<file path="src/rtl/vga_pkg.sv">
// Shared VGA timing defaults and the memory arbiter state type.
// The sync generator and the arbiter both take their active-area sizes from here.
package vga_pkg;

    localparam int H_ACTIVE_DEF = 640;
    localparam int V_ACTIVE_DEF = 480;
    localparam int H_TOTAL_DEF  = 800;
    localparam int V_TOTAL_DEF  = 525;

    typedef enum logic [1:0] {
        ST_IDLE  = 2'd0,
        ST_FETCH = 2'd1,
        ST_HOST  = 2'd2
    } arb_state_e;

endpackage

</file>
<file path="src/rtl/vga_mem_arbiter.sv">
// Shares one single-port frame memory between the per-line pixel fetch into an
// external line buffer and a host port; the host gets one slot per BURST fetch words.
module vga_mem_arbiter
    import vga_pkg::*;
#(
    parameter int H_ACTIVE = H_ACTIVE_DEF,
    parameter int V_ACTIVE = V_ACTIVE_DEF,
    parameter int ADDR_W   = 19,
    parameter int DATA_W   = 8,
    parameter int BURST    = 16
) (
    input  logic              vga_clk,
    input  logic              reset,
    input  logic              line_start,
    input  logic [9:0]        line_y,
    input  logic              host_req,
    input  logic              host_we,
    input  logic [ADDR_W-1:0] host_addr,
    input  logic [DATA_W-1:0] host_wdata,
    output logic              host_gnt,
    output logic [DATA_W-1:0] host_rdata,
    output logic              mem_req,
    output logic              mem_we,
    output logic [ADDR_W-1:0] mem_addr,
    output logic [DATA_W-1:0] mem_wdata,
    input  logic              mem_ack,
    input  logic [DATA_W-1:0] mem_rdata,
    output logic              lb_we,
    output logic [9:0]        lb_waddr,
    output logic [DATA_W-1:0] lb_wdata,
    output logic              underrun,
    input  logic              clr_underrun,
    output arb_state_e        dbg_state
);

    localparam int CW = $clog2(H_ACTIVE + 1);
    localparam int BW = $clog2(BURST + 1);
    localparam logic [CW-1:0] CNT_END   = CW'(H_ACTIVE);
    localparam logic [BW-1:0] BURST_END = BW'(BURST);

    arb_state_e        state, state_n;
    logic              fetch_pend, pend_n, pend_acked;
    logic [ADDR_W-1:0] base, base_n, line_base;
    logic [CW-1:0]     count, count_n, count_acked;
    logic [BW-1:0]     burst_cnt, burst_n, burst_acked;
    logic              stale, stale_n;
    logic              ls_load, fetch_ack, host_ack, fetch_write, free_slot, host_ok;
    logic              mem_req_n, mem_we_n, host_gnt_n, lb_we_n, underrun_n;
    logic [ADDR_W-1:0] mem_addr_n;
    logic [DATA_W-1:0] mem_wdata_n, host_rdata_n, lb_wdata_n;
    logic [9:0]        lb_waddr_n;

    assign line_base = ADDR_W'(line_y) * ADDR_W'(H_ACTIVE);
    assign dbg_state = state;

    // Memory handshake: mem_req plus command are held from issue through the
    // cycle mem_ack is high; a new command may be presented right after that edge.
    always_comb begin
        ls_load     = line_start && (32'(line_y) < 32'(V_ACTIVE));
        fetch_ack   = (state == ST_FETCH) && mem_ack;
        host_ack    = (state == ST_HOST) && mem_ack;
        fetch_write = fetch_ack && !stale && (count < CNT_END);
        free_slot   = (state == ST_IDLE) || mem_ack;
        // host_req is still high while the grant of its own access is in flight
        host_ok     = host_req && !host_ack && !host_gnt;

        count_acked = fetch_write ? count + CW'(1) : count;
        pend_acked  = fetch_pend && !(fetch_write && (count + CW'(1) == CNT_END));
        burst_acked = burst_cnt;
        if (fetch_write && (burst_cnt != BURST_END))
            burst_acked = burst_cnt + BW'(1);

        base_n  = base;
        count_n = count_acked;
        pend_n  = pend_acked;
        burst_n = burst_acked;
        if (ls_load) begin
            base_n  = line_base;
            count_n = '0;
            pend_n  = 1'b1;
            burst_n = '0;
        end

        underrun_n = underrun;
        if (ls_load && pend_acked)
            underrun_n = 1'b1;
        else if (clr_underrun)
            underrun_n = 1'b0;

        // An access still outstanding when its line is abandoned must not write.
        stale_n = stale;
        if (fetch_ack)
            stale_n = 1'b0;
        else if (ls_load && (state == ST_FETCH))
            stale_n = 1'b1;

        lb_we_n    = fetch_write;
        lb_waddr_n = lb_waddr;
        lb_wdata_n = lb_wdata;
        if (fetch_write) begin
            lb_waddr_n = 10'(count);
            lb_wdata_n = mem_rdata;
        end

        host_gnt_n   = host_ack;
        host_rdata_n = host_rdata;
        if (host_ack && !mem_we)
            host_rdata_n = mem_rdata;

        state_n     = state;
        mem_req_n   = mem_req;
        mem_we_n    = mem_we;
        mem_addr_n  = mem_addr;
        mem_wdata_n = mem_wdata;
        if (free_slot) begin
            state_n   = ST_IDLE;
            mem_req_n = 1'b0;
            mem_we_n  = 1'b0;
            if (pend_n && !(host_ok && (burst_n == BURST_END))) begin
                state_n     = ST_FETCH;
                mem_req_n   = 1'b1;
                mem_addr_n  = base_n + ADDR_W'(count_n);
                mem_wdata_n = '0;
            end else if (host_ok) begin
                state_n     = ST_HOST;
                mem_req_n   = 1'b1;
                mem_we_n    = host_we;
                mem_addr_n  = host_addr;
                mem_wdata_n = host_wdata;
                burst_n     = '0;
            end
        end
    end

    always_ff @(posedge vga_clk or posedge reset) begin
        if (reset) begin
            state      <= ST_IDLE;
            fetch_pend <= 1'b0;
            base       <= '0;
            count      <= '0;
            burst_cnt  <= '0;
            stale      <= 1'b0;
            mem_req    <= 1'b0;
            mem_we     <= 1'b0;
            mem_addr   <= '0;
            mem_wdata  <= '0;
            host_gnt   <= 1'b0;
            host_rdata <= '0;
            lb_we      <= 1'b0;
            lb_waddr   <= '0;
            lb_wdata   <= '0;
            underrun   <= 1'b0;
        end else begin
            state      <= state_n;
            fetch_pend <= pend_n;
            base       <= base_n;
            count      <= count_n;
            burst_cnt  <= burst_n;
            stale      <= stale_n;
            mem_req    <= mem_req_n;
            mem_we     <= mem_we_n;
            mem_addr   <= mem_addr_n;
            mem_wdata  <= mem_wdata_n;
            host_gnt   <= host_gnt_n;
            host_rdata <= host_rdata_n;
            lb_we      <= lb_we_n;
            lb_waddr   <= lb_waddr_n;
            lb_wdata   <= lb_wdata_n;
            underrun   <= underrun_n;
        end
    end

endmodule

</file>
<file path="config.mk">
export PLATFORM = sky130hd
export DESIGN_NAME = vga_mem_arbiter
export DESIGN_NICKNAME = d
export VERILOG_FILES = /design/src/rtl/vga_pkg.sv /design/src/rtl/vga_mem_arbiter.sv
export SDC_FILE = /design/constraint.sdc
export NUM_CORES = 1
export LEC_CHECK = 0
export CAP_MARGIN = 0
export CORE_ASPECT_RATIO = 1.25
export CORE_UTILIZATION = 52
export CTS_CLUSTER_DIAMETER = 120
export DETAILED_ROUTE_END_ITERATION = 12
export PLACE_DENSITY = 0.86
export SLEW_MARGIN = 20
export SYNTH_ARGS = -nofsm -noshare
export SYNTH_HDL_FRONTEND = slang
export SYNTH_SLANG_ARGS = --single-unit
</file>
<file path="constraint.sdc">
create_clock -name vga_clk -period 4 [get_ports vga_clk]
set_input_delay 0.8 -clock vga_clk [delete_from_list [all_inputs] [get_ports vga_clk]]
set_output_delay 0.8 -clock vga_clk [all_outputs]
set_load 0.01 [all_outputs]
</file>
==> flow_metrics.env <==
export IMPL_wl_per_cell_um=15.4
export IMPL_clockPowerShare_pct=27.0
export IMPL_cts_num_sinks=96
export IMPL_drc_errors=0
export IMPL_endpoint="mem_addr[17]"
export IMPL_synthFlopType="dfrtp_1"
export IMPL_timing_hold_ws_ns=0.475
export IMPL_clkTransAtPathRegs_ns=0.07
export IMPL_die_area_um2=10600
export IMPL_antenna_found_initial=0
export IMPL_power_density_nw_per_um2=390
export IMPL_cell_internal_pwr_mw=1.97
export IMPL_yosys_area_top_type="dfrtp_1"
export IMPL_drive_gt1_share_pct=15.2
export IMPL_root_buffer="clkbuf_16"
export IMPL_met1Wirelength_um=5000
export IMPL_final_cell_mix="clkdlybuf4s50_1 (111), nand2_1 (109), dfrtp_1 (96)"
export IMPL_die_width_um=92.2
export IMPL_crit_path_start="mem_ack"
export IMPL_seq_power_share_pct=43.0
export IMPL_yosysSeqAreaShare_pct=45.5
export IMPL_cts_tree="yes"
export IMPL_hold_viol=0
export IMPL_avgSynthCellArea_um2=9.66
export IMPL_min_path_type="reg -> reg"
export IMPL_crit_fanout=5
export IMPL_combinationalPowerShare_pct=30.0
export IMPL_core_region_area_um2=9760
export IMPL_fin_skew_ns=0.00783
export IMPL_yosys_register_bits=96
export IMPL_area_delta_synth_final_pct=36.3
export IMPL_reg2reg_slack_ns=0.45
export IMPL_port_buffers=111
export IMPL_wl_met2_um=6930
export IMPL_rsz0062_at_grt="true"
export IMPL_yosys_warnings=0
export IMPL_tns_ns=0
export IMPL_start_util_pct=54.1
export IMPL_drv_slew=0
export IMPL_h_tree_depth=3
export IMPL_cts_path_max_buffers=2
export IMPL_r2r_cells=14
export IMPL_grt_pass1_wl_um=21600
export IMPL_worstPathArrival_ns=4.11
export IMPL_cp_end_kind="flop"
export IMPL_syn_num_nets=631
export IMPL_fin_nets=792
export IMPL_clk_latency_ns=0.34
export IMPL_n_antenna_cell=0
export IMPL_slew_headroom_pct=49.9
export IMPL_ios=112
export IMPL_final_common_cell="clkdlybuf4s50_1"
export IMPL_synth_area_leaders="dfrtp_1 (45%), nand2_1 (7.7%), ha_1 (7.1%), o21ai_0 (4.1%), mux2i_1 (4.0%)"
export IMPL_critPathKind="in -> reg"
export IMPL_start_kind="primary input"
export IMPL_vdd_drop_max_uv=256
export IMPL_placedCellCount=822
export IMPL_clock_fmax_mhz=258
export IMPL_status="finished clean"
export IMPL_grt_max_degree=46
export IMPL_dr_pass1_iters=4
export IMPL_netlist_area_um2=5280
export IMPL_place_ws_ns=-0.228
export IMPL_netSwitchingFraction_pct=30.0
export IMPL_yosysTopAreaCellShare_pct=45.5
export IMPL_synth_cell_types=61
export IMPL_layout_min_cycle_time_ns=3.88
export IMPL_stdcell_count=838
export IMPL_viasPerCell=5.43
export IMPL_worstPathRequired_ns=4.23
export IMPL_p_leak_nw=3.44
export IMPL_overflow=0
export IMPL_synth_edf_count=0
export IMPL_period_share_pct=96.9
export IMPL_wirelength_um=12900
export IMPL_fp_row_count=40
export IMPL_synth_cells=547
export IMPL_highest_layer="met4"
export IMPL_drt_iter0_markers=140
export IMPL_met3_length_um=608
export IMPL_cts_buffers_inserted=9
export IMPL_finalWorstSetupSlack_ns=0.123
export IMPL_via_count=4548
export IMPL_place_congestion=0.953
export IMPL_grt_pass1_vias=4749
export IMPL_gr_usage_all_layers_pct=25.9
export IMPL_ys_async_sr_fraction_pct=100
export IMPL_antenna_left=0
export IMPL_worst_pin_slew_ns=0.748
export IMPL_reg2reg_to="mem_addr[17]"
export IMPL_drv_cap=0
export IMPL_finalSetupViolations=0
export IMPL_hpwlAfterDp_um=10000
export IMPL_die_h_um=115
export IMPL_ctsHoldBuffers=0
export IMPL_switchingPower_uw=844
export IMPL_rr_startpoint="count[0]"
## critical path, cell delays in order
cell and delay [ns]:
clkdlybuf4s50_1 0.48, and4bb_2 0.28, nand2_2 0.10, buf_4 0.16
or3_1 0.31, a21oi_1 0.21, ha_1 0.23, and2_1 0.19
o21ai_1 0.11, o21ai_1 0.17, nand3b_1 0.18, nor3_2 0.26
xnor2_1 0.09, mux2_4 0.28, mux2_2 0.26
## metrics by stage
| stage | util [%] | power, mW | instance area [µm²] |
|---|---|---|---|
| detailed placement | 70.7 | 2.05 | 6900 |
| CTS | 73.3 | 2.82 | 7160 |
| floorplan | - | 1.64 | 5280 |
| finish | 73.8 | 2.81 | 7200 |
| global placement | 70.7 | 2.01 | 6900 |
| global route | 73.8 | 2.96 | 7200 |
## power groups by stage
stage,sequential (mW),combinational [mW],clock (mW)
floorplan,1.24,0.403,0
global placement,1.21,0.797,0
detailed placement,1.22,0.827,0
CTS,1.21,0.835,0.775
global route,1.23,0.922,0.810
finish,1.21,0.844,0.760
## sequential cells by signal, indices dropped and copies added (netlist names), 2 cells and up
signal,count
base,19
host_rdata,8
lb_wdata,8
dbg_state,2
count,10
mem_wdata,8
lb_waddr,10
burst_cnt,5
mem_addr,19
## cell type report
| class | count | area, µm² |
|---|---|---|
| multi-input cells | 410 | 2750 |
| fillers | 673 | 2560 |
| flip-flops and latches | 96 | 2400 |
| repair buffers | 169 | 1550 |
| clock buffers | 12 | 236 |
| well taps | 126 | 158 |
| inverters | 22 | 87.6 |
| clock inverters | 3 | 20.0 |
## repair_timing
item	4_1_cts	5_1_grt
setup buffers	0	1
gates resized for setup	0	11
endpoints found under the setup margin	0	5
hold endpoints to repair	0	0
## logic make-up (layout without fill, tap and decap cells)
kind of cell	count (synthesis)	count (layout)	synth area share, %
fa+ha+maj	32	32	7.86
buf+inv	41	206	3.36
xor+xnor	32	32	5.31
compound gates	105	105	12.7
mux	33	33	6.68
flops	96	96	45.5
simple gates	208	208	18.6
## worst min path at each step
stage / start / end / slack [ns] / cells after the start
3_3_place_gp: lb_wdata[0] / lb_wdata[0] / 0.46 / 2
5_1_grt: mem_wdata[5] / mem_wdata[5] / 0.50 / 2
4_1_cts: lb_wdata[0] / lb_wdata[0] / 0.48 / 2
3_5_place_dp: lb_wdata[0] / lb_wdata[0] / 0.46 / 2
6_report: lb_wdata[0] / lb_wdata[0] / 0.48 / 2
2_1_floorplan: base[7] / base[7] / 0.44 / 2
## synth_stat cells, types with 8 or more instances
library cell / count
nand2_1: 109
dfrtp_1: 96
o21ai_0: 43
nor2_1: 31
ha_1: 30
inv_1: 21
mux2i_1: 21
xnor2_1: 20
a21oi_1: 17
xor2_1: 12
mux2_2: 10
and2_1: 9
nand3_1: 9
nand4_1: 8
## routing by layer
metal | global-route usage (%) | vias to the layer above
li1 | - | 2209
met1 | 29.3 | 2165
met2 | 47.1 | 145
met3 | 4.65 | 29
met4 | 12.3 | 0
met5 | 0 | -
Note: power is estimated with default switching activity, not from simulation.
==> variant 1: new RTL, same settings <==
Change the parameter `DATA_W` from 8 to 9.
--- a/src/rtl/vga_mem_arbiter.sv
+++ b/src/rtl/vga_mem_arbiter.sv
@@ -6,7 +6,7 @@
     parameter int H_ACTIVE = H_ACTIVE_DEF,
     parameter int V_ACTIVE = V_ACTIVE_DEF,
     parameter int ADDR_W   = 19,
-    parameter int DATA_W   = 8,
+    parameter int DATA_W   = 9,
     parameter int BURST    = 16
 ) (
     input  logic              vga_clk,
Ports: changed (5 resized); port bits go from 112 to 117. No check against the original RTL was run, so the function may have changed too.
==> variant 1 against the unedited design <==
Area after synthesis rose by 5.1%. Sequential cell count grew 3. Via count up 4.6%. Sequential share of layout area is essentially flat. Design area increased by 3.1%. Total power rose by 8.6%. Routed wire length is 5.7% higher. First-iteration DRC count is 41% higher. Sequential power increased by 3%. Worst setup slack improved by 0.036 ns.
==> variant 1: results (changes against the unedited design) <==
| Metric | Value |
|---|---|
| Synth async-reset ratio | `100% (unchanged)` |
| Overall global routing resource usage | `25.6% (-0.30 points)` |
| CP peak stage delay | `around 0.49 ns` |
| Wirelength per Cell | `15.9 um (+2.8%)` |
| Clock transition at the registers of the reported paths | `0.07 ns (about the same)` |
| Vias per inst | `5.52 (+1.8%)` |
| Max Clock Freq | `260 MHz (+0.94%)` |
| PortBufs | `116 (+4.5%)` |
| Primary FF master, synth | `dfrtp_1` |
| Leakage power | `0.00340 uW (-1.2%)` |
| Commonest cells post-synth | `nand2_1, dfrtp_1, nor2_1` |
| Hold Path Stages | `2 (unchanged)` |
| Initial DRC Count | `198 (+41%)` |
| Worst Setup EP | `mem_addr[18]` |
| Post-synthesis adder-cell area fraction | `7.48% (-0.38 points)` |
| Reg2Reg Depth | `16 (+2)` |
| Global-route wire length before repair | `22200 um (+2.7%)` |
| Largest net degree at the start of global routing | `39 (-15%)` |
| Flop2flop setup slack | `0.49 ns (+0.04 ns)` |
| Post-Synth XOR/XNOR Area | `5.05% (-0.26 points)` |
| Worst Hold Launch | `lb_waddr[2]` |
| Outcome | `complete, no violations` |
| Vias in the first global route | `4799 (+1.1%)` |
| Register area share after synthesis | `44.6% (-0.84 points)` |
| Crit path DAT | `4.09 ns (-0.02 ns)` |
| Initial antenna violation count | `0 (unchanged)` |
| HPWL after DPL | `10100 um (+1.3%)` |
| DP Area | `7050 um2 (+2.2%)` |
| Synthesized Nets | `665 (+5.4%)` |
| # diodes | `0 (unchanged)` |
| Root buf cell | `clkbuf_16` |
| CTS Buf Count | `9 (unchanged)` |
| Max Buffers Root-to-Sink | `2 (unchanged)` |
| Layout cell share with drive strength beyond 1 | `14.1% (-1.1 points)` |
| Final non-filler cell total | `861 (+2.7%)` |
| RD Place Congestion | `0.925 (-2.9%)` |
| Post-synthesis mux area share | `4.62% (-2.1 points)` |
| Clock Skew | `0.00667 ns (-0.00115 ns)` |
| Inst Count DP | `844 (+2.7%)` |
| RR Startpoint | `count[7]` |
| Fin nets | `813 (+2.7%)` |
| Main area contributors after synthesis | `dfrtp_1, nand2_1, ha_1, xor2_1, nor2_1` |
| Crit Path Max Fanout | `4 (-1)` |
| Post-CTS Resized | `1 (+1)` |
| Fillers | `708 (+5.2%)` |
| Setup crit start | `mem_ack` |
| First drt pass iteration count | `4 (unchanged)` |
| Worst vdd ir | `0.000206 V (-20%)` |
| Compound-gate portion of the synthesized area | `13.9% (+1.1 points)` |
| Hold Path Sink | `lb_waddr[2]` |
| Synthesized instance count | `579 (+5.9%)` |
| Hold_ws | `0.474 ns (-0.00101 ns)` |
| Post-CTS Setup Inserts | `0 (unchanged)` |
| Synth Warn # | `0 (unchanged)` |
| Antenna Violating Nets Remaining | `0 (unchanged)` |
| Dpl ws | `-0.354 ns (-0.126 ns)` |
| H-tree levels | `3 (unchanged)` |
| Critical path's top delay family | `simple AND/OR/NAND/NOR gates` |
| Unique masters post-synth | `69 (+13%)` |
| Worst rel slew slack | `44.9% (-5.1 points)` |
[variant 1: report_power, final]
part	internal, uW	total, uW	switching, uW
sequential	1140	1250	111
clock	568	946	379
combinational	440	854	415
total	2150	3050	905
[variant 1: final cells by class]
class / instances / area (um2) / area share, %
multi-input combinational: 429 / 2860 / 38.5
sequential: 99 / 2480 / 33.4
timing repair buffer: 161 / 1500 / 20.2
clock buffer: 11 / 243 / 3.27
tap: 129 / 161 / 2.17
inverter: 27 / 104 / 1.40
clock inverter: 5 / 83.8 / 1.13
[variant 1: logic make-up after synthesis]
group / after synthesis
AND/OR/NAND/NOR: 228
AO/OA/AOI/OAI: 113
flip-flops: 99
buffers and inverters: 51
XOR/XNOR: 32
adder cells (fa/ha/maj): 32
multiplexers: 24
[variant 1: routing by layer]
metal,up-vias,track usage [%],part of all wire (%)
met5,-,0,0
met4,0,12.2,3.4
met3,37,3.49,5.5
met1,2256,30.6,40
met2,178,44.5,52
li1,2286,-,-
==> variant 2: new RTL, config.mk and constraints unchanged <==
Without the edit above. Reset style: synchronous (`reset`), changed in one clocked block.
--- a/src/rtl/vga_mem_arbiter.sv
+++ b/src/rtl/vga_mem_arbiter.sv
@@ -132,7 +132,7 @@
         end
     end
 
-    always_ff @(posedge vga_clk or posedge reset) begin
+    always_ff @(posedge vga_clk) begin
         if (reset) begin
             state      <= ST_IDLE;
             fetch_pend <= 1'b0;
Behaviour: differs if reset is asserted again (counterexample within 4 cycles, from zero or initial values and one cycle with reset high); with reset held inactive, the same outputs for 4 cycles.
==> variant 2 against the unedited design <==
Count of clock-buffer cells in the layout is 3 lower. Total power is 14% lower. Sequential power shrank 13%. Utilization down 1.2 points. Routed wire length increased by 3.9%. First-iteration DRC count rose by 120%. Area after synthesis down 2.4%. Design area fell by 3.2%. Worst setup slack improved by 0.0022 ns. Clock skew down 0.00089 ns. Global-route usage grew 0.50 points. Sequential cell count did not move. Critical endpoint is now mem_addr[16].
==> variant 2: results (changes against the unedited design) <==
| Metric | Value |
|---|---|
| Outcome | `complete, no violations` |
| Worst Hold Launch | `lb_wdata[6]` |
| Design Area, Final | `6970 um2 (-3.2%)` |
| FFs & Latches | `96 (unchanged)` |
| Global-route wire length before repair | `22100 um (+2.4%)` |
| Multi-Input Combinational | `467 (+14%)` |
| Dpl ws | `-0.345 ns (-0.117 ns)` |
| Clock Skew | `0.00693 ns (-0.000891 ns)` |
| Fillers | `717 (+6.5%)` |
| Vias in the first global route | `4744 (-0.11%)` |
| Overall global routing resource usage | `26.4% (+0.50 points)` |
| Vias per inst | `5.64 (+4.0%)` |
| Crit Path Max Fanout | `4 (-1)` |
| Clk Latency, worst-skew pair | `0.36 ns (+0.02 ns)` |
| Worst R2R End | `mem_addr[12]` |
| Commonest cells post-synth | `dfxtp_1, nand2_1, nor2_1` |
| HPWL after DPL | `9720 um (-3.0%)` |
| Fraction of area in registers | `27.6% (-5.8 points)` |
| Register area share after synthesis | `37.3% (-8.2 points)` |
| Multi-input logic portion of the cell area | `44.2% (+6.0 points)` |
| Hold Path Sink | `lb_wdata[6]` |
| Met2 Use GR | `48.3% (+1.2 points)` |
| Layout cell share with drive strength beyond 1 | `12.5% (-2.7 points)` |
| Non-clock inverters | `16 (-27%)` |
| Worst Setup EP | `mem_addr[16]` |
| Clk tree area frac | `4.11% (+0.55 points)` |
| Wire length on met1 | `5490 um (+9.9%)` |
| M3 GR Usage | `3.36% (-1.3 points)` |
| Wirelength per Cell | `15.3 um (-1.1%)` |
| RD Place Congestion | `0.889 (-6.7%)` |
| DP Area | `6610 um2 (-4.2%)` |
| Synth async-reset ratio | `0% (-100 points)` |
| Initial DRC Count | `303 (+120%)` |
| Synthesized Nets | `697 (+10%)` |
| Main area contributors after synthesis | `dfxtp_1, ha_1, nand2_1, a21oi_1, mux2i_1` |
| First drt pass iteration count | `8 (+4)` |
| Met2 WL | `6980 um (+0.78%)` |
-- variant 2: changes by cell type after synthesis, sizes merged, moves of 10 or more --
cell,unedited run,this run
a21oi,17,57
clkbuf,7,21
dfrtp,96,0
dfxtp,0,96
mux2,12,0
nand2,111,76
nor2,31,62
nor3,7,17
o21ai,46,35
-- variant 2: per-stage QoR --
step,TNS [ns],hold WS (ns),utilization [%],instances
after CTS,0,0.456,71.8,880
after global routing,-0.386,0.478,72.5,880
after floorplan,0,0.444,-,613
after detailed placement,-1.97,0.446,68.8,864
after global placement,-0.518,0.442,68.8,864
final,0,0.453,72.5,880
-- variant 2: cells by family after synthesis --
group           Yosys count  synth area share (%)
simple gates            230                  22.1
compound gates          145                  17.2
flops                    96                  37.3
buf+inv                  50                  4.54
xor+xnor                 34                  5.78
fa+ha+maj                32                  8.06
mux                      26                  5.05
-- variant 2: power by group --
group | internal, uW | switching [uW]
combinational | 257 | 265
sequential | 1010 | 34.8
clock | 433 | 412
